**src/rtl/cpu_control_sequencer.sv**
```systemverilog
// Hard-wired fetch/execute sequencer for register-format ALU instructions.
// Optional single-step gating is enabled by defining CU_SINGLE_STEP_EN.
module cpu_control_sequencer #(
  parameter int OPC_W = 5,
  parameter int REG_W = 4
) (
  input  logic                    clock,
  input  logic                    clear,
  input  logic                    run,
  input  logic [31:0]             IR,
  input  logic                    step,
  output logic [(1<<REG_W)-1:0]   Rin,
  output logic [(1<<REG_W)-1:0]   Rout,
  output logic                    PCout,
  output logic                    MARin,
  output logic                    IncPC,
  output logic                    Zin,
  output logic                    Zlowout,
  output logic                    Zhighout,
  output logic                    PCin,
  output logic                    Read,
  output logic                    MDRin,
  output logic                    MDRout,
  output logic                    IRin,
  output logic                    Yin,
  output logic                    HIin,
  output logic                    LOin,
  output logic [12:0]             alu_op,
  output logic                    busy,
  output logic                    done,
  output logic                    illegal
);

  localparam int RA_MSB = 31 - OPC_W;
  localparam int RB_MSB = RA_MSB - REG_W;
  localparam int RC_MSB = RB_MSB - REG_W;
  localparam int RC_LSB = RC_MSB - REG_W + 1;

  typedef enum logic [2:0] {
    S_IDLE, S_T0, S_T1, S_T2, S_T3, S_T4, S_T5, S_T6
  } state_t;

  typedef enum logic [1:0] {
    CLS_TRI, CLS_UNARY, CLS_MULDIV, CLS_ILLEGAL
  } cls_t;

  state_t             state, state_next, done_target;
  cls_t               cls;
  logic [12:0]        alu_sel;
  logic               advance;
  logic [OPC_W-1:0]   opcode;
  logic [REG_W-1:0]   ra, rb, rc;

  assign opcode = IR[31 -: OPC_W];
  assign ra     = IR[RA_MSB -: REG_W];
  assign rb     = IR[RB_MSB -: REG_W];
  assign rc     = IR[RC_MSB -: REG_W];

`ifdef CU_SINGLE_STEP_EN
  assign advance = step;
  logic unused_ir_bits;
  assign unused_ir_bits = ^IR[RC_LSB-1:0];
`else
  assign advance = 1'b1;
  logic unused_ir_bits;
  assign unused_ir_bits = ^{step, IR[RC_LSB-1:0]};
`endif

  // Opcode to instruction class and one-hot ALU select (bit0=ADD ... bit12=DIV).
  always_comb begin
    // NOTE: every always_comb output gets a default first, so no path can infer a latch.
    cls     = CLS_ILLEGAL;
    alu_sel = '0;
    case (opcode)
      OPC_W'(5'b00011): begin cls = CLS_TRI;    alu_sel[0]  = 1'b1; end // ADD
      OPC_W'(5'b00100): begin cls = CLS_TRI;    alu_sel[1]  = 1'b1; end // SUB
      OPC_W'(5'b00101): begin cls = CLS_TRI;    alu_sel[2]  = 1'b1; end // AND
      OPC_W'(5'b00110): begin cls = CLS_TRI;    alu_sel[3]  = 1'b1; end // OR
      OPC_W'(5'b01001): begin cls = CLS_TRI;    alu_sel[4]  = 1'b1; end // SHR
      OPC_W'(5'b01010): begin cls = CLS_TRI;    alu_sel[5]  = 1'b1; end // SHRA
      OPC_W'(5'b01011): begin cls = CLS_TRI;    alu_sel[6]  = 1'b1; end // SHL
      OPC_W'(5'b00111): begin cls = CLS_TRI;    alu_sel[7]  = 1'b1; end // ROR
      OPC_W'(5'b01000): begin cls = CLS_TRI;    alu_sel[8]  = 1'b1; end // ROL
      OPC_W'(5'b10001): begin cls = CLS_UNARY;  alu_sel[9]  = 1'b1; end // NEG
      OPC_W'(5'b10010): begin cls = CLS_UNARY;  alu_sel[10] = 1'b1; end // NOT
      OPC_W'(5'b10000): begin cls = CLS_MULDIV; alu_sel[11] = 1'b1; end // MUL
      OPC_W'(5'b01111): begin cls = CLS_MULDIV; alu_sel[12] = 1'b1; end // DIV
      default: ;
    endcase
  end

  always_ff @(posedge clock) begin
    // NOTE: sequential state uses non-blocking assignments so every register samples pre-edge values.
    if (clear) begin
      state   <= S_IDLE;
      illegal <= 1'b0;
    end else begin
      state <= state_next;
      if (state == S_T3 && cls == CLS_ILLEGAL && advance)
        illegal <= 1'b1;
      else if (state_next == S_T0)
        illegal <= 1'b0;
    end
  end

  assign done_target = run ? S_T0 : S_IDLE;

  always_comb begin
    state_next = state;
    if (advance) begin
      case (state)
        S_IDLE:  if (run) state_next = S_T0;
        S_T0:    state_next = S_T1;
        S_T1:    state_next = S_T2;
        S_T2:    state_next = S_T3;
        S_T3:    state_next = (cls == CLS_ILLEGAL) ? S_IDLE : S_T4;
        S_T4:    state_next = (cls == CLS_UNARY)   ? done_target : S_T5;
        S_T5:    state_next = (cls == CLS_MULDIV)  ? S_T6 : done_target;
        S_T6:    state_next = done_target;
        default: state_next = S_IDLE;
      endcase
    end
  end

  always_comb begin
    Rin = '0;  Rout = '0;  alu_op = '0;
    PCout = 1'b0; MARin = 1'b0; IncPC = 1'b0; Zin = 1'b0; Zlowout = 1'b0;
    Zhighout = 1'b0; PCin = 1'b0; Read = 1'b0; MDRin = 1'b0; MDRout = 1'b0;
    IRin = 1'b0; Yin = 1'b0; HIin = 1'b0; LOin = 1'b0; done = 1'b0;
    busy = (state != S_IDLE);
    case (state)
      S_T0: begin PCout = 1'b1; MARin = 1'b1; IncPC = 1'b1; Zin = 1'b1; end
      S_T1: begin Zlowout = 1'b1; PCin = 1'b1; Read = 1'b1; MDRin = 1'b1; end
      S_T2: begin MDRout = 1'b1; IRin = 1'b1; end
      S_T3: begin
        case (cls)
          CLS_TRI:    begin Rout[rb] = 1'b1; Yin = 1'b1; end
          CLS_UNARY:  begin Rout[rb] = 1'b1; alu_op = alu_sel; Zin = 1'b1; end
          CLS_MULDIV: begin Rout[ra] = 1'b1; Yin = 1'b1; end
          default: ;
        endcase
      end
      S_T4: begin
        if (cls == CLS_UNARY) begin
          Zlowout = 1'b1; Rin[ra] = 1'b1; done = 1'b1;
        end else begin
          Rout[(cls == CLS_MULDIV) ? rb : rc] = 1'b1;
          alu_op = alu_sel;
          Zin    = 1'b1;
        end
      end
      S_T5: begin
        Zlowout = 1'b1;
        if (cls == CLS_MULDIV) LOin = 1'b1;
        else begin Rin[ra] = 1'b1; done = 1'b1; end
      end
      S_T6: begin Zhighout = 1'b1; HIin = 1'b1; done = 1'b1; end
      default: ;
    endcase
  end

endmodule

```
**config.mk**
```make
export PLATFORM = sky130hd
export DESIGN_NAME = cpu_control_sequencer
export DESIGN_NICKNAME = d
export VERILOG_FILES = /design/src/rtl/cpu_control_sequencer.sv
export SDC_FILE = /design/constraint.sdc
export NUM_CORES = 1
export LEC_CHECK = 0
export ABC_CLOCK_PERIOD_IN_PS = 1700
export BUFFER_PORTS_ARGS = -buffer_cell sky130_fd_sc_hd__buf_2
export CELL_PAD_IN_SITES_DETAIL_PLACEMENT = 1
export CELL_PAD_IN_SITES_GLOBAL_PLACEMENT = 2
export CORE_ASPECT_RATIO = 0.7
export CORE_MARGIN = 8
export CORE_UTILIZATION = 17
export CTS_CLUSTER_DIAMETER = 40
export DETAILED_ROUTE_END_ITERATION = 10
export PLACE_DENSITY_LB_ADDON = 0.25
export SYNTH_ARGS = -nofsm -noshare
export SYNTH_HDL_FRONTEND = slang
export SYNTH_SLANG_ARGS = --single-unit
```
**constraint.sdc**
```tcl
create_clock -name clock -period 1.7 [get_ports clock]
set_clock_uncertainty 0.2 [all_clocks]
set_input_delay 0.085 -clock clock [delete_from_list [all_inputs] [get_ports clock]]
set_output_delay 0.085 -clock clock [all_outputs]
set_load 0.05 [all_outputs]
```
==> results.md <==
* Status: finished, violations left
* Failing checks: setup timing
* CTS tree: built
* Min-delay src: IR[31]
* Crit share post-route at 122%
* Core area at 7700 um^2
* Final worst slack at -0.375 ns
* Sw frac at 48.9%
* Hpwl dp at just under 6 mm
* Clock latency on the worst-skew pair at roughly 0.22 ns
* Final hold vios at 0
* Worst rel slew slack at 70.2%
* IO Port Bufs at between 80 and 90
* PnR Total Power at 1.19 mW
* Syn Std Cell Area at approximately 1300 um^2
* CP delay by family, top: simple AND/OR/NAND/NOR gates
* Setup WS pre-CTS at -0.523 ns
* Top-area cell type share of the netlist area at 8.55%
* Multi-input gate area at 2080 um^2
* IO Pins at 98
* Num CTS Buffers at 3
* Most common cell after layout, fill and taps aside: buf_4
* Final Wtd Congestion at 0.836
* Clk network pwr share at 17.3%
* Vias in the first global route at 2,321
* Worst-path clk slew at ~0.030 ns
* WHS at about 0.24 ns
* Hold Path Class: input pin to output port
* P_int at 0.605 mW
* Worst vdd rail ir drop at 0.310 mV
* Fillers at approximately 800
* Setup TNS at -10.60 ns
* Most frequent cells in the layout: buf_4, buf_6, nor2_4
* DRC at 0
* Max cap viols at 0
* DRT Pass-1 Iters at 4
* Worst-margin pin slew at 0.446 ns
* Final cell count without fillers at 448
* Critical-path cell list: nand3b_1 -> a21oi_2 -> a21oi_2 -> or4_4 -> nor3_4 -> buf_6
* Synth Net Count at 238
* Final Max Slew Viols at 0
* Worst setup SP type: flop
* CTS Buffer Depth at 2
* Clock period minus worst slack at 2.07 ns
* Dpl cells at about 420
* Area growth from synthesis to layout at 202%
* CP Buf/Inv Count at 1
* Switching pwr at just under 0.6 mW
* Gr ovfl total at 0
* Reg2reg start: state[1]
* Gate Count Post-Synth at slightly above 200
* CP Capture Type: output port
* ANT cells at 0
* CP dominant cell by count: a21oi_2
* CTS Sinks at 4
* Routed WL at 8.31 mm
* Worst-path maximum fanout at 4
* Die width at 121 um
* Die ar. at 10,900 um^2
* Fmax at 482 MHz
* RSZ-0062 raised after global routing: yes
* CTS root buf: clkbuf_8
* Vias at 2,211
* P_leak at approximately 1.4 nW
* Layout cells sized above 1 at 81.6%
* Mapped Avg Cell Area at 6.52 um^2
* Yosys top cell by area: o22ai_1
* 1st-iter DRT viols at 51
* Sequential-to-total area share from yosys stat at under 10%
* First-pass GRT wire length at about 12 mm
* Total Nets Final at 385
* Initial Utilization at 17.1%
* Comb pwr share at 72.9%
* Die Ht at 89.7 um
* Ranking of synthesized cells by area: o22ai_1, nor2_1, a22oi_1, dfxtp_1, buf_4
* Crit. Startpoint: state[1]
* ANT nets after route at 0
* CP arrival at approximately 1.8 ns
* CP peak stage delay at 0.47 ns
* Worst EP required at 1.41 ns
* WS Path Type: flop to output port
* CTS H-tree lvls at 1
* Final setup violation count at 46
* GRT Overall Usage at 14.0%
* CP max stage cell: or4_4
* FF+latch area at about 89 um^2
* Synth cell types at 52
* Cell Rows at 27
* Drt wl/cell at 18.5 um
* Antenna violations before repair at 0
* Pin count of the biggest net entering global routing at 19
* R2r setup slk at approximately 0.020 ns
* Pwr/cell area at slightly below 300 nW/um^2
* Yosys warns at 0
* Seq pwr share at 9.8%
* #FFs+latches synth at 4
* Post-DR vias/cell at 4.94
-- cells by family after synthesis --
| group | Yosys count | share of synthesized area [%] |
|---|---|---|
| AND/OR/NAND/NOR | 97 | 39.9 |
| AO/OA/AOI/OAI | 66 | 38.6 |
| buffers and inverters | 30 | 11.6 |
| multiplexers | 4 | 3.23 |
| flip-flops | 4 | 6.08 |
| XOR/XNOR | 1 | 0.665 |
-- synthesized netlist by cell type, drive strengths merged --
cell and n:
nor2 29, o22ai 19, buf 14, a22oi 12
nand2 11, nor3 11, clkbuf 8, inv 8
a21oi 7, nand2b 7, nor2b 7, nor3b 7
nand3 6, a31oi 5, a32oi 5, dfxtp 4
a2111oi 3, and2 3, and3 3, nand3b 3
o21ai 3, or3 3, a211oi 2, mux2 2
mux2i 2, nand4b 2, o21bai 2, a221oi 1
a311oi 1, and2b 1, nand4 1, nor4 1
o211a 1, o211ai 1, o221ai 1, o22a 1
o2bb2ai 1, o31ai 1, or2 1, or4 1
xor2 1
-- path summary, 6_finish.rpt --
| kind | endpoint | depth (start not counted) |
|---|---|---|
| max | alu_op[2] | 6 |
| max reg2reg | state[0] | 6 |
| min reg2reg | illegal | 2 |
| min | alu_op[0] | 3 |
-- through the flow --
| stage | cell area, um^2 | utilization, % |
|---|---|---|
| detailed placement | 2840 | 36.9 |
| floorplan | 1990 | - |
| finish | 3970 | 51.6 |
| global route | 3970 | 51.6 |
| CTS | 3590 | 46.6 |
| global placement | 2840 | 36.9 |
-- area by class of cell --
cell class | instances | share of cell area (%)
flip-flops and latches | 4 | 2.24
repair buffers | 164 | 40.5
well taps | 101 | 3.18
multi-input cells | 168 | 52.3
inverters | 8 | 0.756
clock buffers | 3 | 1.04
-- what timing repair did --
action / CTS / global route
setup buffers: 10 / 16
gates resized for setup: 153 / 65
endpoints found under the setup margin: 60 / 61
hold buffers: 2 / 0
pin swaps: 14 / 20
cloned: 0 / 1
endpoints found under the hold margin: 4 / 0
-- power by group through the flow --
stage	sequential [mW]	combinational (mW)	clock, mW
global route	0.117	0.913	0.221
global placement	0.113	0.636	0
detailed placement	0.112	0.641	0
CTS	0.112	0.764	0.212
finish	0.116	0.865	0.205
floorplan	0.110	0.444	0
-- sequential cells by signal (all words and copies together), names as in the netlist --
| name | count |
|---|---|
| state | 3 |
| illegal | 1 |
-- layer usage --
metal / wire length [um] / part of all wire (%) / GRT usage (%) / up-vias
li1: - / - / - / 1055
met1: 3770 / 45 / 18.3 / 1096
met2: 4110 / 50 / 24.1 / 58
met3: 406 / 4.9 / 2.56 / 2
met4: 13 / 0.16 / 1.78 / 0
met5: 0 / 0 / 0 / -
-- worst min-delay path, stage by stage --
cell	delay (ns)
buf_12	0.09
nor4_4	0.03
buf_6	0.14
Note: power is estimated with default switching activity, not from simulation.
